$ cat src/rtl/stall_ctrl_pkg.sv
`default_nettype none
// ============================================================================
// Module   : stall_ctrl_pkg
// Purpose  : Shared types and encodings for the pipeline hazard controller.
//            Defines the stall bus, its three legal encodings, the divider
//            sequencer state encoding and the EX shadow-slot record.
// Ports    : (package, none)
// Revision : 1.0 - initial release
// ============================================================================
package stall_ctrl_pkg;

  // One bit per pipeline register: [0] PC, [1] IF, [2] ID, [3] EX,
  // [4] MEM, [5] WB. A set bit holds that register.
  typedef logic [5:0] stall_bus_t;

  localparam stall_bus_t STALL_NONE = 6'b000000;
  // Load-use: freeze PC, IF/ID and ID; EX takes a bubble.
  localparam stall_bus_t STALL_LU   = 6'b000111;
  // Divide: EX is frozen too so the div stays put while it iterates.
  localparam stall_bus_t STALL_DIV  = 6'b001111;

  typedef enum logic [1:0] {
    DIV_IDLE = 2'd0,
    DIV_BUSY = 2'd1,
    DIV_DONE = 2'd2
  } div_state_t;

  // Shadow copy of the instruction currently in EX.
  typedef struct packed {
    logic       valid;
    logic       we;
    logic [4:0] waddr;
    logic       is_load;
    logic       is_div;
  } ex_slot_t;

endpackage : stall_ctrl_pkg
`default_nettype wire

$ cat src/rtl/stall_ctrl_div_seq.sv
`default_nettype none
// ============================================================================
// Module   : div_seq
// Purpose  : Sequencer for the multi-cycle divider. Issues a one-cycle start
//            pulse, counts DIV_LAT busy cycles, then a one-cycle done pulse.
// Ports    : clk       - pipeline clock
//            rst       - synchronous active-high reset
//            start_req - a div is sitting in EX
//            busy      - sequencer active (includes the start cycle)
//            start     - one-cycle start pulse to the divider
//            done      - one-cycle pulse, divider result valid in EX
// Revision : 1.0 - initial release
// ============================================================================
module div_seq
  import stall_ctrl_pkg::*;
#(
  parameter int DIV_LAT = 32
) (
  input  logic clk,
  input  logic rst,
  input  logic start_req,
  output logic busy,
  output logic start,
  output logic done
);

  localparam logic [5:0] CNT_INIT = 6'(DIV_LAT - 1);

  div_state_t state, state_nxt;
  logic [5:0] cnt, cnt_nxt;

  always_ff @(posedge clk) begin
    if (rst) begin
      state <= DIV_IDLE;
      cnt   <= 6'd0;
    end else begin
      state <= state_nxt;
      cnt   <= cnt_nxt;
    end
  end

  always_comb begin
    state_nxt = state;
    cnt_nxt   = cnt;
    start     = 1'b0;
    done      = 1'b0;
    busy      = (state != DIV_IDLE);
    case (state)
      DIV_IDLE: begin
        if (start_req) begin
          start     = 1'b1;
          busy      = 1'b1;
          cnt_nxt   = CNT_INIT;
          state_nxt = DIV_BUSY;
        end
      end
      DIV_BUSY: begin
        // Decrement is gated at zero so the counter can never wrap.
        if (cnt == 6'd0) begin
          state_nxt = DIV_DONE;
        end else begin
          cnt_nxt = cnt - 6'd1;
        end
      end
      DIV_DONE: begin
        done      = 1'b1;
        state_nxt = DIV_IDLE;
      end
      default: begin
        state_nxt = DIV_IDLE;
      end
    endcase
  end

endmodule : div_seq
`default_nettype wire

$ cat src/rtl/stall_ctrl.sv
`default_nettype none
// ============================================================================
// Module   : stall_ctrl
// Purpose  : Pipeline hazard controller. Shadows the instruction in EX,
//            detects load-use hazards the bypass network cannot cover, and
//            sequences the multi-cycle divider; drives the stall vector.
// Ports    : clk, rst          - clock, synchronous active-high reset
//            id_valid          - ID holds a real instruction
//            id_re1/id_raddr1  - operand-1 read enable / address
//            id_re2/id_raddr2  - operand-2 read enable / address
//            id_we/id_waddr    - ID destination write enable / address
//            id_is_load        - ID instruction is a load
//            id_is_div         - ID instruction is div/divu
//            stall             - per-stage hold vector [5:0]
//            div_start         - one-cycle start pulse to the divider
//            div_done          - one-cycle pulse, divider result valid
//            div_busy          - divider sequencer active
// Revision : 1.0 - initial release
// ============================================================================
module stall_ctrl
  import stall_ctrl_pkg::*;
#(
  parameter int DIV_LAT = 32
) (
  input  logic       clk,
  input  logic       rst,
  input  logic       id_valid,
  input  logic       id_re1,
  input  logic [4:0] id_raddr1,
  input  logic       id_re2,
  input  logic [4:0] id_raddr2,
  input  logic       id_we,
  input  logic [4:0] id_waddr,
  input  logic       id_is_load,
  input  logic       id_is_div,
  output stall_bus_t stall,
  output logic       div_start,
  output logic       div_done,
  output logic       div_busy
);

  ex_slot_t slot, slot_nxt;
  logic     lu_cand;
  logic     lu;
  logic     div_stall;

  // ---------------- EX shadow slot ----------------
  always_comb begin
    slot_nxt = slot;
    if (stall[3]) begin
      slot_nxt = slot;
    end else if (stall[2]) begin
      slot_nxt = '0;
    end else begin
      slot_nxt.valid   = id_valid;
      slot_nxt.we      = id_valid & id_we;
      slot_nxt.waddr   = id_valid ? id_waddr : 5'd0;
      slot_nxt.is_load = id_valid & id_is_load;
      slot_nxt.is_div  = id_valid & id_is_div;
    end
  end

  always_ff @(posedge clk) begin
    if (rst) begin
      slot <= '0;
    end else begin
      slot <= slot_nxt;
    end
  end

  // ---------------- Load-use detection ----------------
  // Only a load in EX hurts: once it reaches MEM its data is bypassed.
  // $0 is hard-wired, so a load targeting it never creates a hazard.
  assign lu_cand = slot.valid & slot.is_load & slot.we & (slot.waddr != 5'd0);
  assign lu      = lu_cand & id_valid &
                   ((id_re1 & (id_raddr1 == slot.waddr)) |
                    (id_re2 & (id_raddr2 == slot.waddr)));

  // ---------------- Divider sequencer ----------------
  div_seq #(
    .DIV_LAT(DIV_LAT)
  ) u_div_seq (
    .clk      (clk),
    .rst      (rst),
    .start_req(slot.valid & slot.is_div),
    .busy     (div_busy),
    .start    (div_start),
    .done     (div_done)
  );

  // busy covers start, BUSY and DONE; DONE releases EX so the div can leave.
  assign div_stall = div_busy & ~div_done;

  // ---------------- Priority mux ----------------
  always_comb begin
    stall = STALL_NONE;
    if (div_stall) begin
      stall = STALL_DIV;
    end else if (lu) begin
      stall = STALL_LU;
    end
  end

endmodule : stall_ctrl
`default_nettype wire
$ cat config.mk
export PLATFORM = sky130hd
export DESIGN_NAME = stall_ctrl
export DESIGN_NICKNAME = d
export VERILOG_FILES = /design/src/rtl/stall_ctrl_pkg.sv /design/src/rtl/stall_ctrl_div_seq.sv /design/src/rtl/stall_ctrl.sv
export SDC_FILE = /design/constraint.sdc
export NUM_CORES = 1
export LEC_CHECK = 0
export ABC_AREA = 1
export BUFFER_PORTS_ARGS = -buffer_cell sky130_fd_sc_hd__buf_2
export CORE_ASPECT_RATIO = 1.4
export CORE_MARGIN = 8
export CORE_UTILIZATION = 45
export CTS_CLUSTER_SIZE = 40
export DETAILED_ROUTE_END_ITERATION = 16
export GPL_ROUTABILITY_DRIVEN = 0
export PLACE_DENSITY = 0.74
export SYNTH_ARGS = -nofsm -noshare
export SYNTH_HDL_FRONTEND = slang
export SYNTH_SLANG_ARGS = --single-unit
export TNS_END_PERCENT = 100
$ cat constraint.sdc
create_clock -name clk -period 1.2 [get_ports clk]
set_input_delay 0.12 -clock clk [delete_from_list [all_inputs] [get_ports clk]]
set_output_delay 0.12 -clock clk [all_outputs]
set_load 0.01 [all_outputs]
==> impl_metrics.py <==
metrics = {
    "logic_synthesis": {
        "synthXorXnorAreaFrac_pct": 0.816,
        "yosys_register_bits": 17,
        "yosysWarnings": 0,
        "async_flop_share_pct": 0,
        "synthCells": 178,
        "synth_top_family_by_area": "simple AND/OR/NAND/NOR gates",
        "yosys-top-cells-area": "dfxtp_1 32%, nand2_1 19%, inv_1 10%, nand3_1 7.5%, a21oi_1 6.5%",
        "synth_fa_ha_area_share_pct": 2.33,
        "yosysMostFrequentCell": "nand2_1",
        "synth.mux.area_fraction_pct": 0,
        "synth-edff-count": 0,
        "synth_flop_cell": "dfxtp_1",
        "yosysTopAreaCellShare_pct": 31.7,
        "synth_top_area_cell": "dfxtp_1",
        "seq_area_frac_synth_pct": 31.7,
        "yosysUniqueCellTypes": 24,
        "synth.avg_cell_area_um2": 6.03,
        "synth_commonest_cells": "53 x nand2_1, 29 x inv_1, 18 x nor2_1, 17 x dfxtp_1, 16 x nand3_1",
        "synth-compound-area-share_pct": 8.51,
        "post_synth_and_or_nand_nor_area_fraction_pct": 40.3,
        "synth_area_mm2": 0.00107,
    },
    "pwr": {
        "p_int_mw": 0.892,
        "peakVddDrop_v": 0.000824,
        "p_sw_share_pct": 29.8,
        "p_per_area_mw_per_mm2": 733,
        "pwr-share-seq_pct": 47.6,
        "combPwrFrac_pct": 28.8,
        "p_leak_nw": 0.934,
        "clock_power_share_pct": 23.7,
        "power_mw": 1.27,
        "p_switching_mw": 0.379,
    },
    "placement": {
        "io_buffers": 29,
        "dp_slack_ns": -0.0805,
        "detailed_place_hpwl_mm": 1.94,
    },
    "detailed_routing": {
        "drt_drc_violations_left": 0,
        "vias": 1289,
        "routed_wl_mm": 3.37,
        "dr.pass1.iters": 4,
        "viasPerCell": 4.98,
        "wl_per_cell_um": 13.0,
        "antenna_left": 0,
        "drt_iter0_markers": 48,
    },
    "global_route": {
        "grt_util_met1_pct": 14.8,
        "grt_pass1_vias": 1168,
        "grt_start_max_net_pins": 16,
        "antenna_found_initial": 0,
        "busiest_layer": "met2",
        "grt_pass1_wl_mm": 4.91,
        "grtUsageMet2_pct": 26.2,
        "grt_overflow_total": 0,
        "gr-usage-met3_pct": 3.85,
        "grt_usage_pct": 14.2,
    },
    "clock_tree": {
        "clk_pin_slew_ns": 0.09,
        "root_buffer": "clkbuf_4",
        "clk_latency_ns": 0.28,
        "htree_levels": 1,
        "cts_inserted_buffers": 3,
        "cts_tree": "yes",
        "cts_buffer_depth": 2,
        "cts_sinks": 17,
    },
    "worst_setup_path": {
        "crit_path_end_kind": "output port",
        "critPathLaunch": "slot[3]",
        "rr_endpoint": "slot[6]",
        "crit_fanout": 5,
        "worstSetupPathType": "reg -> out",
        "r2r_slack_ns": -0.20,
        "cpPeakStageDelay_ns": 0.38,
        "path_cells": "inv_1, nand2_1, nand2_1, nor2_1, nand3_1, nand2_2, nand2_4, nand2_4, buf_6",
        "crit_path_top_delay_cell": "dfxtp_4",
        "r2r-start": "slot[3]",
        "reg2regPathDepth": 11,
        "critPathLaunchType": "flip-flop",
        "cp.required_ns": 1.08,
        "endpoint": "stall[2]",
        "worstPathArrival_ns": 1.32,
    },
    "sta": {
        "grt_setup_unrepaired": "true",
        "max_clock_freq_mhz": 693,
        "setup-violations-final": 19,
        "setup_slack_ns": -0.244,
        "fin_crit_ns": 1.44,
        "finalCritPeriodShare_pct": 120,
        "finalHoldViolations": 0,
        "fin_hold_ws_ns": 0.163,
        "skew_ns": 0.000818,
        "drv_slew": 0,
        "finalSetupTns_ns": -2.65,
    },
    "die": {
        "die_h_um": 73.8,
        "die_area_mm2": 0.00423,
        "die_w_um": 57.3,
        "rows": 21,
        "ios": 32,
        "initial_core_util_pct": 45.9,
        "coreArea_mm2": 0.00234,
    },
    "final_layout": {
        "area_growth_pct": 61.7,
        "layout.nets": 262,
        "drive_above_1_share_pct": 49.6,
        "utilization_pct": 74.2,
        "n_antenna_cell": 0,
    },
    "worst_hold_path": {
        "min_from": "id_waddr[3]",
        "hold_class": "in -> reg",
    },
    "run_status": {
        "violations": "negative setup slack",
        "status": "finished with violations",
    },
    "job": {
        "cap_violations": 0,
    },
}
==> cells in the final DEF, fill, tap and decap left out, types with 2 or more instances in the layout <==
cell / n
nor2_4: 5
buf_4: 23
inv_2: 8
nand3_4: 2
clkbuf_4: 3
dfxtp_2: 7
nor2_2: 3
conb_1: 2
nand2_1: 47
nand2_2: 3
buf_2: 24
nor2_1: 12
inv_1: 22
dfxtp_1: 5
inv_4: 2
a21oi_2: 5
buf_6: 14
a21oi_1: 9
dfxtp_4: 5
nand3_1: 14
nand2_4: 6
==> flip-flops by register name (all words and copies together) (netlist names) <==
register	flops
u_div_seq.state	2
slot	9
u_div_seq.cnt	6
==> worst min path at each step <==
stage | endpoint | cells past startpoint
2_1_floorplan | u_div_seq.cnt[2] | 1
3_3_place_gp | slot[7] | 2
3_5_place_dp | slot[1] | 2
4_1_cts | slot[5] | 5
5_1_grt | slot[5] | 5
6_report | slot[5] | 5
==> cell type report <==
cell class | instances | area (um2)
Tap cell | 23 | 28.8
Timing Repair Buffer | 61 | 450
Fill cell | 159 | 603
Sequential cell | 17 | 368
Clock buffer | 4 | 26.3
Inverter | 32 | 125
Multi-Input combinational cell | 122 | 737
==> layer usage <==
layer	routed length [um]	share of wire (%)
met5	0	0
met4	55	1.6
met3	202	6.0
met2	1760	52
met1	1350	40
==> worst max-delay path, delay by kind of cell, from the launching register on <==
kind	cells	cell delay (ns)
buffers and inverters	2	0.15
and+or+nand+nor	7	0.51
DFF	1	0.38
==> power by group through the flow <==
| stage | clock network (mW) | registers (mW) | logic (mW) |
|---|---|---|---|
| finish | 0.301 | 0.605 | 0.366 |
| CTS | 0.307 | 0.607 | 0.291 |
| detailed placement | 0 | 0.618 | 0.241 |
| global placement | 0 | 0.617 | 0.240 |
| global route | 0.343 | 0.608 | 0.397 |
| floorplan | 0 | 0.616 | 0.146 |
==> per-stage QoR <==
stage / cells / cell area, um2
finish: 259 / 1740
global route: 259 / 1740
CTS: 253 / 1590
detailed placement: 237 / 1310
global placement: 237 / 1310
floorplan: 179 / 1080
==> timing repair <==
| action | in CTS | in global routing |
|---|---|---|
| hold buffers | 0 | 0 |
| resized for setup | 50 | 30 |
| pin swaps | 16 | 29 |
| setup endpoints to repair | 21 | 22 |
| setup buffers | 11 | 7 |
| gates cloned | 1 | 0 |
==> logic make-up after synthesis <==
group                    count (synthesis)
other                                    1
adder cells (fa/ha/maj)                  2
buffers and inverters                   40
flip-flops                              17
AND/OR/NAND/NOR                         99
XOR/XNOR                                 1
AO/OA/AOI/OAI                           18
Note: power is estimated with default switching activity, not from simulation.
